## config.mk

```make
export PLATFORM = sky130hd
export DESIGN_NAME = fibonacci
export DESIGN_NICKNAME = d
export VERILOG_FILES = /design/src/rtl/fib_pkg.sv /design/src/rtl/fib_step.sv /design/src/rtl/fibonacci.sv
export SDC_FILE = /design/constraint.sdc
export NUM_CORES = 1
export LEC_CHECK = 0
export CAP_MARGIN = 20
export CORE_ASPECT_RATIO = 1.1
export CORE_MARGIN = 1
export CORE_UTILIZATION = 35
export CTS_CLUSTER_SIZE = 16
export DETAILED_ROUTE_END_ITERATION = 8
export PLACE_DENSITY = 0.61
export SETUP_SLACK_MARGIN = 0.02
export SYNTH_ARGS = -nofsm -noshare
export SYNTH_HDL_FRONTEND = slang
export SYNTH_SLANG_ARGS = --single-unit
```

## constraint.sdc

```tcl
create_clock -name clock -period 3 [get_ports clock]
set_input_delay 0.6 -clock clock [delete_from_list [all_inputs] [get_ports clock]]
set_output_delay 0.6 -clock clock [all_outputs]
set_load 0.01 [all_outputs]
```

## src/rtl/fib_pkg.sv

```systemverilog
// Shared constants for the Fibonacci generator and its benches.
package fib_pkg;

  localparam int FIB_WIDTH    = 16;
  // Largest term representable in FIB_WIDTH bits and the resulting sequence period.
  localparam int FIB_MAX_TERM = 46368;
  localparam int FIB_PERIOD   = 25;

endpackage

```

## src/rtl/fib_step.sv

```systemverilog
// One Fibonacci step: advances (cur, nxt), or wraps to (0, 1) once nxt no longer fits in WIDTH bits.
module fib_step
  import fib_pkg::*;
#(
  parameter int WIDTH = FIB_WIDTH
) (
  input  logic [WIDTH-1:0] cur,
  input  logic [WIDTH:0]   nxt,
  output logic [WIDTH-1:0] cur_next,
  output logic [WIDTH:0]   nxt_next,
  output logic             wrap
);

  always_comb begin
    wrap     = nxt[WIDTH];
    cur_next = nxt[WIDTH-1:0];
    // nxt < 2^WIDTH here, so the sum fits in WIDTH+1 bits without truncation.
    nxt_next = {1'b0, cur} + nxt;
    if (wrap) begin
      cur_next = '0;
      nxt_next = (WIDTH+1)'(1);
    end
  end

endmodule

```

## src/rtl/fibonacci.sv

```systemverilog
// Free-running Fibonacci generator: one registered term per enabled clock, wrapping at the WIDTH limit.
module fibonacci
  import fib_pkg::*;
#(
  parameter int WIDTH = FIB_WIDTH
) (
  input  logic             clock,
  input  logic             reset,
  input  logic             f_en,
  output logic             f_valid,
  output logic [WIDTH-1:0] f_out
);

  // Handshake: f_valid=1 marks a cycle in which f_out carries a new term; there is no
  // back-pressure, so the consumer must take every valid term. f_en=0 freezes all state.

  logic [WIDTH-1:0] cur_q, cur_d;
  logic [WIDTH:0]   nxt_q, nxt_d;
  logic [WIDTH-1:0] f_out_q, f_out_d;
  logic             f_valid_q, f_valid_d;

  logic [WIDTH-1:0] step_cur;
  logic [WIDTH:0]   step_nxt;
  logic             step_wrap;

  fib_step #(.WIDTH(WIDTH)) u_step (
    .cur      (cur_q),
    .nxt      (nxt_q),
    .cur_next (step_cur),
    .nxt_next (step_nxt),
    .wrap     (step_wrap)
  );

  always_comb begin
    cur_d     = cur_q;
    nxt_d     = nxt_q;
    f_out_d   = f_out_q;
    f_valid_d = 1'b0;
    if (f_en) begin
      f_out_d   = cur_q;
      f_valid_d = 1'b1;
      cur_d     = step_cur;
      nxt_d     = step_nxt;
    end
  end

  always_ff @(posedge clock or posedge reset) begin
    if (reset) begin
      cur_q     <= '0;
      nxt_q     <= (WIDTH+1)'(1);
      f_out_q   <= '0;
      f_valid_q <= 1'b0;
    end else begin
      cur_q     <= cur_d;
      nxt_q     <= nxt_d;
      f_out_q   <= f_out_d;
      f_valid_q <= f_valid_d;
    end
  end

  assign f_out   = f_out_q;
  assign f_valid = f_valid_q;

endmodule

```

# Word level (Yosys, flattened, before mapping)
# Cells that the tools add are included.
# classes
n_addsub	1
n_mux	3
# op_table
op	n
16-bit by 17-bit adder with 17-bit output	1
17-bit 2-to-1 mux	1
16-bit 2-to-1 mux	1
1-bit 2-to-1 mux	1
# word_totals
reg_bits	50
inputBits	3
output_inout_bits	17

# Longest topological paths before layout
# Gate-level depths: netlist of the first run.
# depth
ltp_word	2
ltp_mapped	8
mapped_depth_nobuf	8

# By module
# Synthesis of the first run repeated with hierarchy kept, for this count alone.
# unflattened
cells_unflattened	247
hier_area_um2	2894.0
# by_module_without_submodules
mod	instances	cells_each	area_each_um2	seq_area_each_um2
fibonacci	1	105	1894.3	1252.5
fib_step	1	142	999.7	0.0

# Least setup slack after synthesis of the first run
# OpenSTA, ideal clock, no wires.
# synth_timing
path_type	flip-flop to flip-flop
from	register nxt_q[0]
to	register nxt_q[8]
setup_ns	0.122
arrival_ns	2.007
required_ns	2.878
setup_slack_ns	0.872
stages_incl_launch_ff	9
n_path_buf	0
path_cell_list	dfstp_2 -> ha_1 -> inv_1 -> fa_1 -> nor2b_1 -> o211ai_1 -> a211oi_2 -> o21ai_0 -> a32o_1
# synth_via
elab_chain_len	2
# synth_lines
element	line_no	rtl
start, declared	fibonacci.sv:18	logic [WIDTH:0] nxt_q, nxt_d;
start signal, assigned	fibonacci.sv:50	nxt_q <= (WIDTH+1)'(1);
start signal, assigned	fibonacci.sv:55	nxt_q <= nxt_d;
16-bit by 17-bit adder with 17-bit output	fib_step.sv:18	nxt_next = {1'b0, cur} + nxt;
17-bit 2-to-1 mux	fib_step.sv:19	if (wrap) begin
# Every way passes these cells.
# A chain may end at the register's enable or synchronous reset.

# Worst setup path in the final report of the first run
# Ends and elaborated chain as after synthesis.

==> results of run 1 <==
-- metal layers --
layer / share of wire / global-route usage / up-vias
met3: 0.023 / 0.0257 / 6
li1: - / - / 1063
met2: 0.48 / 0.270 / 30
met4: 0.010 / 0.0355 / 0
met1: 0.49 / 0.203 / 1097
met5: 0 / 0 / -
-- power groups by stage --
stage	registers (mW)	clock network, mW	logic [mW]
4_1_cts	1.09	0.505	1.37
5_1_grt	1.13	0.522	1.53
3_3_place_gp	1.10	0	1.35
6_report	1.09	0.479	1.36
3_5_place_dp	1.11	0	1.36
2_1_floorplan	1.10	0	0.967
-- worst paths after layout --
path,startpoint,end,slack [ps],cells past startpoint
worst max-delay path,nxt_q[0],nxt_q[8],530,8
worst min-delay path,nxt_q[0],nxt_q[0],510,2
worst max register to register,nxt_q[0],nxt_q[8],530,8
worst min register to register,nxt_q[0],nxt_q[0],510,2
max in group asynchronous,reset,nxt_q[0],1800,3
min in group asynchronous,reset,nxt_q[1],550,2
-- registers in the layout (all words and copies together), names as in the netlist --
name     count
nxt_q       17
f_out       16
f_valid      1
cur_q       16
-- layout make-up --
type / instances / area, µm² / area share
tap: 105 / 131 / 0.0407
multi-input combinational: 198 / 1440 / 0.445
sequential: 50 / 1250 / 0.388
clock buffer: 5 / 68.8 / 0.0213
timing repair buffer: 27 / 245 / 0.0759
inverter: 13 / 48.8 / 0.0151
clock inverter: 3 / 45.0 / 0.0139
-- critical path, cell delays in order (launching register included) --
cell      delay [ps]
dfstp_2          550
ha_1             160
inv_1             50
fa_1             370
nor2b_1          210
o211ai_1         150
a211oi_2         460
o21ai_0          140
a32o_1           260
-- cell families after synthesis --
group,count (synthesis),synth area share
and+or+nand+nor,78,0.132
adders and majority gates,17,0.0782
DFF,50,0.445
buffers and inverters,31,0.0440
muxes,18,0.0716
xor gates and xnor gates,5,0.0156
AOI/OAI and AO/OA,80,0.214
-- per-stage QoR --
stage          instance area [µm²]  setup slack [ps]
2_1_floorplan                 2820               872
3_5_place_dp                  3120               608
3_3_place_gp                  3120               609
6_report                      3230               531
5_1_grt                       3230               333
4_1_cts                       3230               569
-- cell usage after synthesis (2+ instances only) --
library cell   n
nand2_1       29
a41oi_1        2
o2111ai_1      2
a32o_1         3
buf_1          3
a31oi_1        2
inv_1         12
o2bb2ai_1     15
ha_1          16
nor2_1        15
nand4_1        3
o22ai_1        3
o211ai_1       3
dfrtp_1       49
buf_2          5
xnor2_1        4
a21oi_1       12
and4_1         2
a21o_1         3
a22o_1         3
nand2b_1       4
mux2_2        16
nor3_1         4
or3_1          4
and3_1         3
a31o_1         2
o32ai_1        3
o21a_1         2
nor2b_1        6
o21ai_0       11
clkbuf_1       9
nand3_1        6
==> impl_results.md, run 1 <==
* Crit Path Class: reg -> reg
* Htree depth at 2
* DRT Wirelength at 6010 µm
* CTS tree: built
* Warnings from Yosys at 0
* Routed len/inst at 15.0 µm
* Commonest non-fill, non-tap cells in the layout: 49 x dfrtp_1, 29 x nand2_1, 18 x clkdlybuf4s50_1
* CTS max path bufs at 2
* Worst Path Max Fanout at 6
* Clock-pin transition on the worst setup and hold timing paths at 100 ps
* Syn Area/Cell at 10.1 µm²
* Hold-fix buffers, CTS at 0
* Largest net degree at the start of global routing at 27
* Synth Instances at 279
* Detail Route Antenna Nets at 0
* Status: completed
* CP Data Required Time at 3190 ps
* Drt drc at 0
* Dpl hpwl at 4430 µm
* Leak at 1.43 nW
* Distinct cell type count after synthesis at 55
* Row count at 33
* Final Slew Violations at 0
* Post-Syn Area at 2820 µm²
* MaxCap Viol Count at 0
* Worst Setup Start Kind: flip-flop
* P_sw at 1.12 mW
* Cell taking the most area after synthesis: dfrtp_1
* Ys async rst share at 1.00
* Most common cell after layout, fill and taps aside: dfrtp_1
* Post-synth EDFFs at 0
* Worst hold path class: reg -> reg
* Cts repair resizes at 0
* Vias in the first global route at 2186
* Post-CTS Setup Repair Bufs at 0
* CP arrival at 2660 ps
* Fin util at 0.423
* Sequential fraction of design power at 0.372
* Clock Root Buffer: clkbuf_8
* Yosys reg bits at 50
* Layout cell share with drive strength beyond 1 at 0.125
* Total power at 2.93 mW
* TNS Setup at 0 ps
* IO Port Bufs at 19
* Placer Congestion at 0.876
* Nets at 315
* Via count at 2196
* First-pass GRT wire length at 10300 µm
* Final Hold Vio Count at 0
* DR iter-0 viols at 70
* Pre-antenna DRT Iters at 4
* Clock skew at 10.2 ps
* Die H at 96.1 µm
* Clock power share at 0.164
* Core area at 7640 µm²
* Minimum clock period at 2470 ps
* Register area share after synthesis at 0.445
* Max VDD drop at 343 µV
* Primary FF master, synth: dfrtp_1
* RSZ-0062 raised after global routing: no
* Comb power frac at 0.464
* CP Capture Type: flip-flop
* Syn_nets at 299
* Hold Slack at 508 ps
* Dpl cells at 393
* Synth top area share at 0.436
* Total Die Area at 8410 µm²
* Antenna violations before repair at 0
* Pint at 1.81 mW
* Worst Max-Slew Pin Slew at 490 ps
* Synth area leaders: dfrtp_1 44%, ha_1 7.1%, mux2_2 6.4%
* Cell Count, Final, Fillers Out at 401
* Sw Share at 0.382
* Diode count at 0
* Top Ports at 20
* Vias per cell at 5.48
* Relative max-transition margin at 0.672
* GRT overflow at 0
* TritonCTS Sinks at 50
* Gr usage total at 0.156
* Area Growth Syn to Fin at 14.8%
* Die X at 87.5 µm
* Clock buffers created by TritonCTS at 5
* Number of fill cells in the layout at 748
* Initial Utilization at 0.369
* Setup violations, final at 0
* Tcrit/Tclk final at 0.823
* Pwr dens at 907 nW/µm²
* Max frequency at 0.405 GHz
* Clk_lat worst skew at 310 ps
Note: power is estimated with default switching activity, not from simulation.
==> inputs of run 2 (changes only) <==
==> constraint.sdc (replaced) <==
create_clock -name clock -period 2.3 [get_ports clock]
set_input_delay 0.46 -clock clock [delete_from_list [all_inputs] [get_ports clock]]
set_output_delay 0.46 -clock clock [all_outputs]
set_load 0.01 [all_outputs]
==> run 2 against run 1 <==
  * Wire length rose by 7.2%
  * Critical path depth rose by 1
  * First-iteration DRC count rose by 34%
  * Sequential share of layout area fell by 1.1 points
  * Total power rose by 37%
  * Non-clock buffer count rose by 9
  * Sequential cell count did not move
  * Worst hold slack got worse by 47 ps
  * Utilization rose by 1.2 points
  * Cell count rose by 2.2%
  * Die area did not move
  * Clock power rose by 34%
==> impl_results.md, run 2 (synthesis results as in run 1) <==
* Pre-antenna DRT Iters at 4 (unchanged)
* Clk_lat worst skew at 310 ps (about the same)
* CP Data Required Time at 2510 ps (was 3190 ps)
* Max VDD drop at 444 µV (was 343 µV)
* Max frequency at 0.451 GHz (was 0.405 GHz)
* Clock Root Buffer: clkbuf_8 (unchanged)
* Minimum clock period at 2220 ps (was 2470 ps)
* Worst hold path class: in -> async (was reg -> reg)
* Worst Path Max Fanout at 5 (was 6)
* Drt drc at 0 (unchanged)
* Diode count at 0 (unchanged)
* First-pass GRT wire length at 11000 µm (was 10300 µm)
* Worst Max-Slew Pin Slew at 626 ps (was 490 ps)
* Nets at 324 (was 315)
* Leak at 1.49 nW (was 1.43 nW)
* Largest net degree at the start of global routing at 34 (was 27)
* Commonest non-fill, non-tap cells in the layout: 49 x dfrtp_1, 29 x nand2_1, 18 x clkdlybuf4s50_1 (unchanged)
* CTS tree: built (unchanged)
* RSZ-0062 raised after global routing: yes (was no)
* Initial Utilization at 0.369 (unchanged)
* Layout cell share with drive strength beyond 1 at 0.164 (was 0.125)
* Cell Count, Final, Fillers Out at 410 (was 401)
* CTS max path bufs at 2 (unchanged)
* Clock-pin transition on the worst setup and hold timing paths at 100 ps (about the same)
* Fin area at 3320 µm² (was 3230 µm²)
* GRT overflow at 0 (unchanged)
* Reg with most FFs: nxt_q (unchanged)
* Clock skew at 8.07 ps (was 10.2 ps)
* Crit Path Class: reg -> reg (unchanged)
* DRT Wirelength at 6450 µm (was 6010 µm)
* CP Capture Type: flip-flop (unchanged)
* MaxCap Viol Count at 0 (unchanged)
* Relative max-transition margin at 0.582 (was 0.672)
* Routed len/inst at 15.7 µm (was 15.0 µm)
* Vias in the first global route at 2172 (was 2186)
* DR iter-0 viols at 94 (was 70)
* CP arrival at 2420 ps (was 2660 ps)
* Area Growth Syn to Fin at 18.1% (was 14.8%)
* Total Die Area at 8410 µm² (unchanged)
* Dpl ws at -14.8 ps (was 608 ps)
* Clock buffers created by TritonCTS at 5 (unchanged)
* Final Slew Violations at 0 (unchanged)
* IO Port Bufs at 19 (unchanged)
* Antenna violations before repair at 0 (unchanged)
* Vias per cell at 5.48 (about the same)
* Detail Route Antenna Nets at 0 (unchanged)
* Via count at 2245 (was 2196)
* TritonCTS Sinks at 50 (unchanged)
* Placer Congestion at 0.869 (was 0.876)
* Final Hold Vio Count at 0 (unchanged)
* Setup violations, final at 0 (unchanged)
* Final setup margin at 83.4 ps (was 531 ps)
* Worst Setup Start Kind: flip-flop (unchanged)
* Top Ports at 20 (unchanged)
* Gr usage total at 0.169 (was 0.156)
* Largest register FFs at 17 (unchanged)
* Most common cell after layout, fill and taps aside: dfrtp_1 (unchanged)
* Pwr dens at 1210 nW/µm² (was 907 nW/µm²)
* Placed Instance Area at 3170 µm² (was 3120 µm²)
* Hold-fix buffers, CTS at 0 (unchanged)
* Total power at 4.01 mW (was 2.93 mW)
* Row count at 33 (unchanged)
* Die X at 87.5 µm (unchanged)
* Status: completed (unchanged)
* Dpl hpwl at 4620 µm (was 4430 µm)
* Htree depth at 2 (unchanged)
* Dpl cells at 399 (was 393)
* Core area at 7640 µm² (unchanged)
* Tcrit/Tclk final at 0.964 (was 0.823)
* Die H at 96.1 µm (unchanged)
==> run 2: metal layers <==
metal,track usage,up-vias,part of all wire
met5,0,-,0
met4,0.0451,0,0.018
met3,0.0257,13,0.030
met2,0.286,46,0.48
met1,0.226,1104,0.47
li1,-,1082,-
==> run 2: repair_timing <==
| item | in CTS | in global routing |
|---|---|---|
| endpoints found under the setup margin | 2 | 5 |
| gates resized for setup | 2 | 2 |
| pin swaps | 3 | 1 |
| endpoints found under the hold margin | 0 | 0 |
| setup buffers | 3 | 0 |
==> run 2: critical path, stage by stage, from the launching register on <==
cell	delay [ps]
dfstp_2	540
ha_2	170
inv_1	50
fa_2	340
nor2b_2	130
o211ai_1	130
a211oi_2	230
buf_4	160
o21ai_0	90
a32o_1	280
==> run 2: cell type report <==
type	count	area, µm²
clock buffer	5	68.8
clock inverter	3	43.8
fill	748	4310
inverter	13	48.8
multi-input combinational	198	1450
sequential	50	1250
tap	105	131
timing repair buffer	36	325
==> run 2: final timing paths <==
path / from / endpoint / slack, ps / depth (start not counted)
setup / recovery: nxt_q[0] / nxt_q[8] / 80 / 9
hold / removal: reset / nxt_q[12] / 460 / 2
setup reg to reg: nxt_q[0] / nxt_q[8] / 80 / 9
hold reg to reg: f_out[11] / f_out[11] / 510 / 1
max in group asynchronous: reset / nxt_q[0] / 1250 / 3
min in group clock: f_en / cur_q[7] / 500 / 3
==> run 2: through the flow <==
stage	TNS (ps)	hold WS (ps)	util
2_1_floorplan	0	472	-
3_3_place_gp	0	488	0.416
3_5_place_dp	-14.8	495	0.416
4_1_cts	0	479	0.434
5_1_grt	0	508	0.435
6_report	0	461	0.435
==> run 2: where the power goes <==
group          internal (mW)  switching (mW)  total [mW]
registers               1.20           0.228        1.43
clock network          0.326           0.317       0.643
logic                  0.943            1.00        1.94
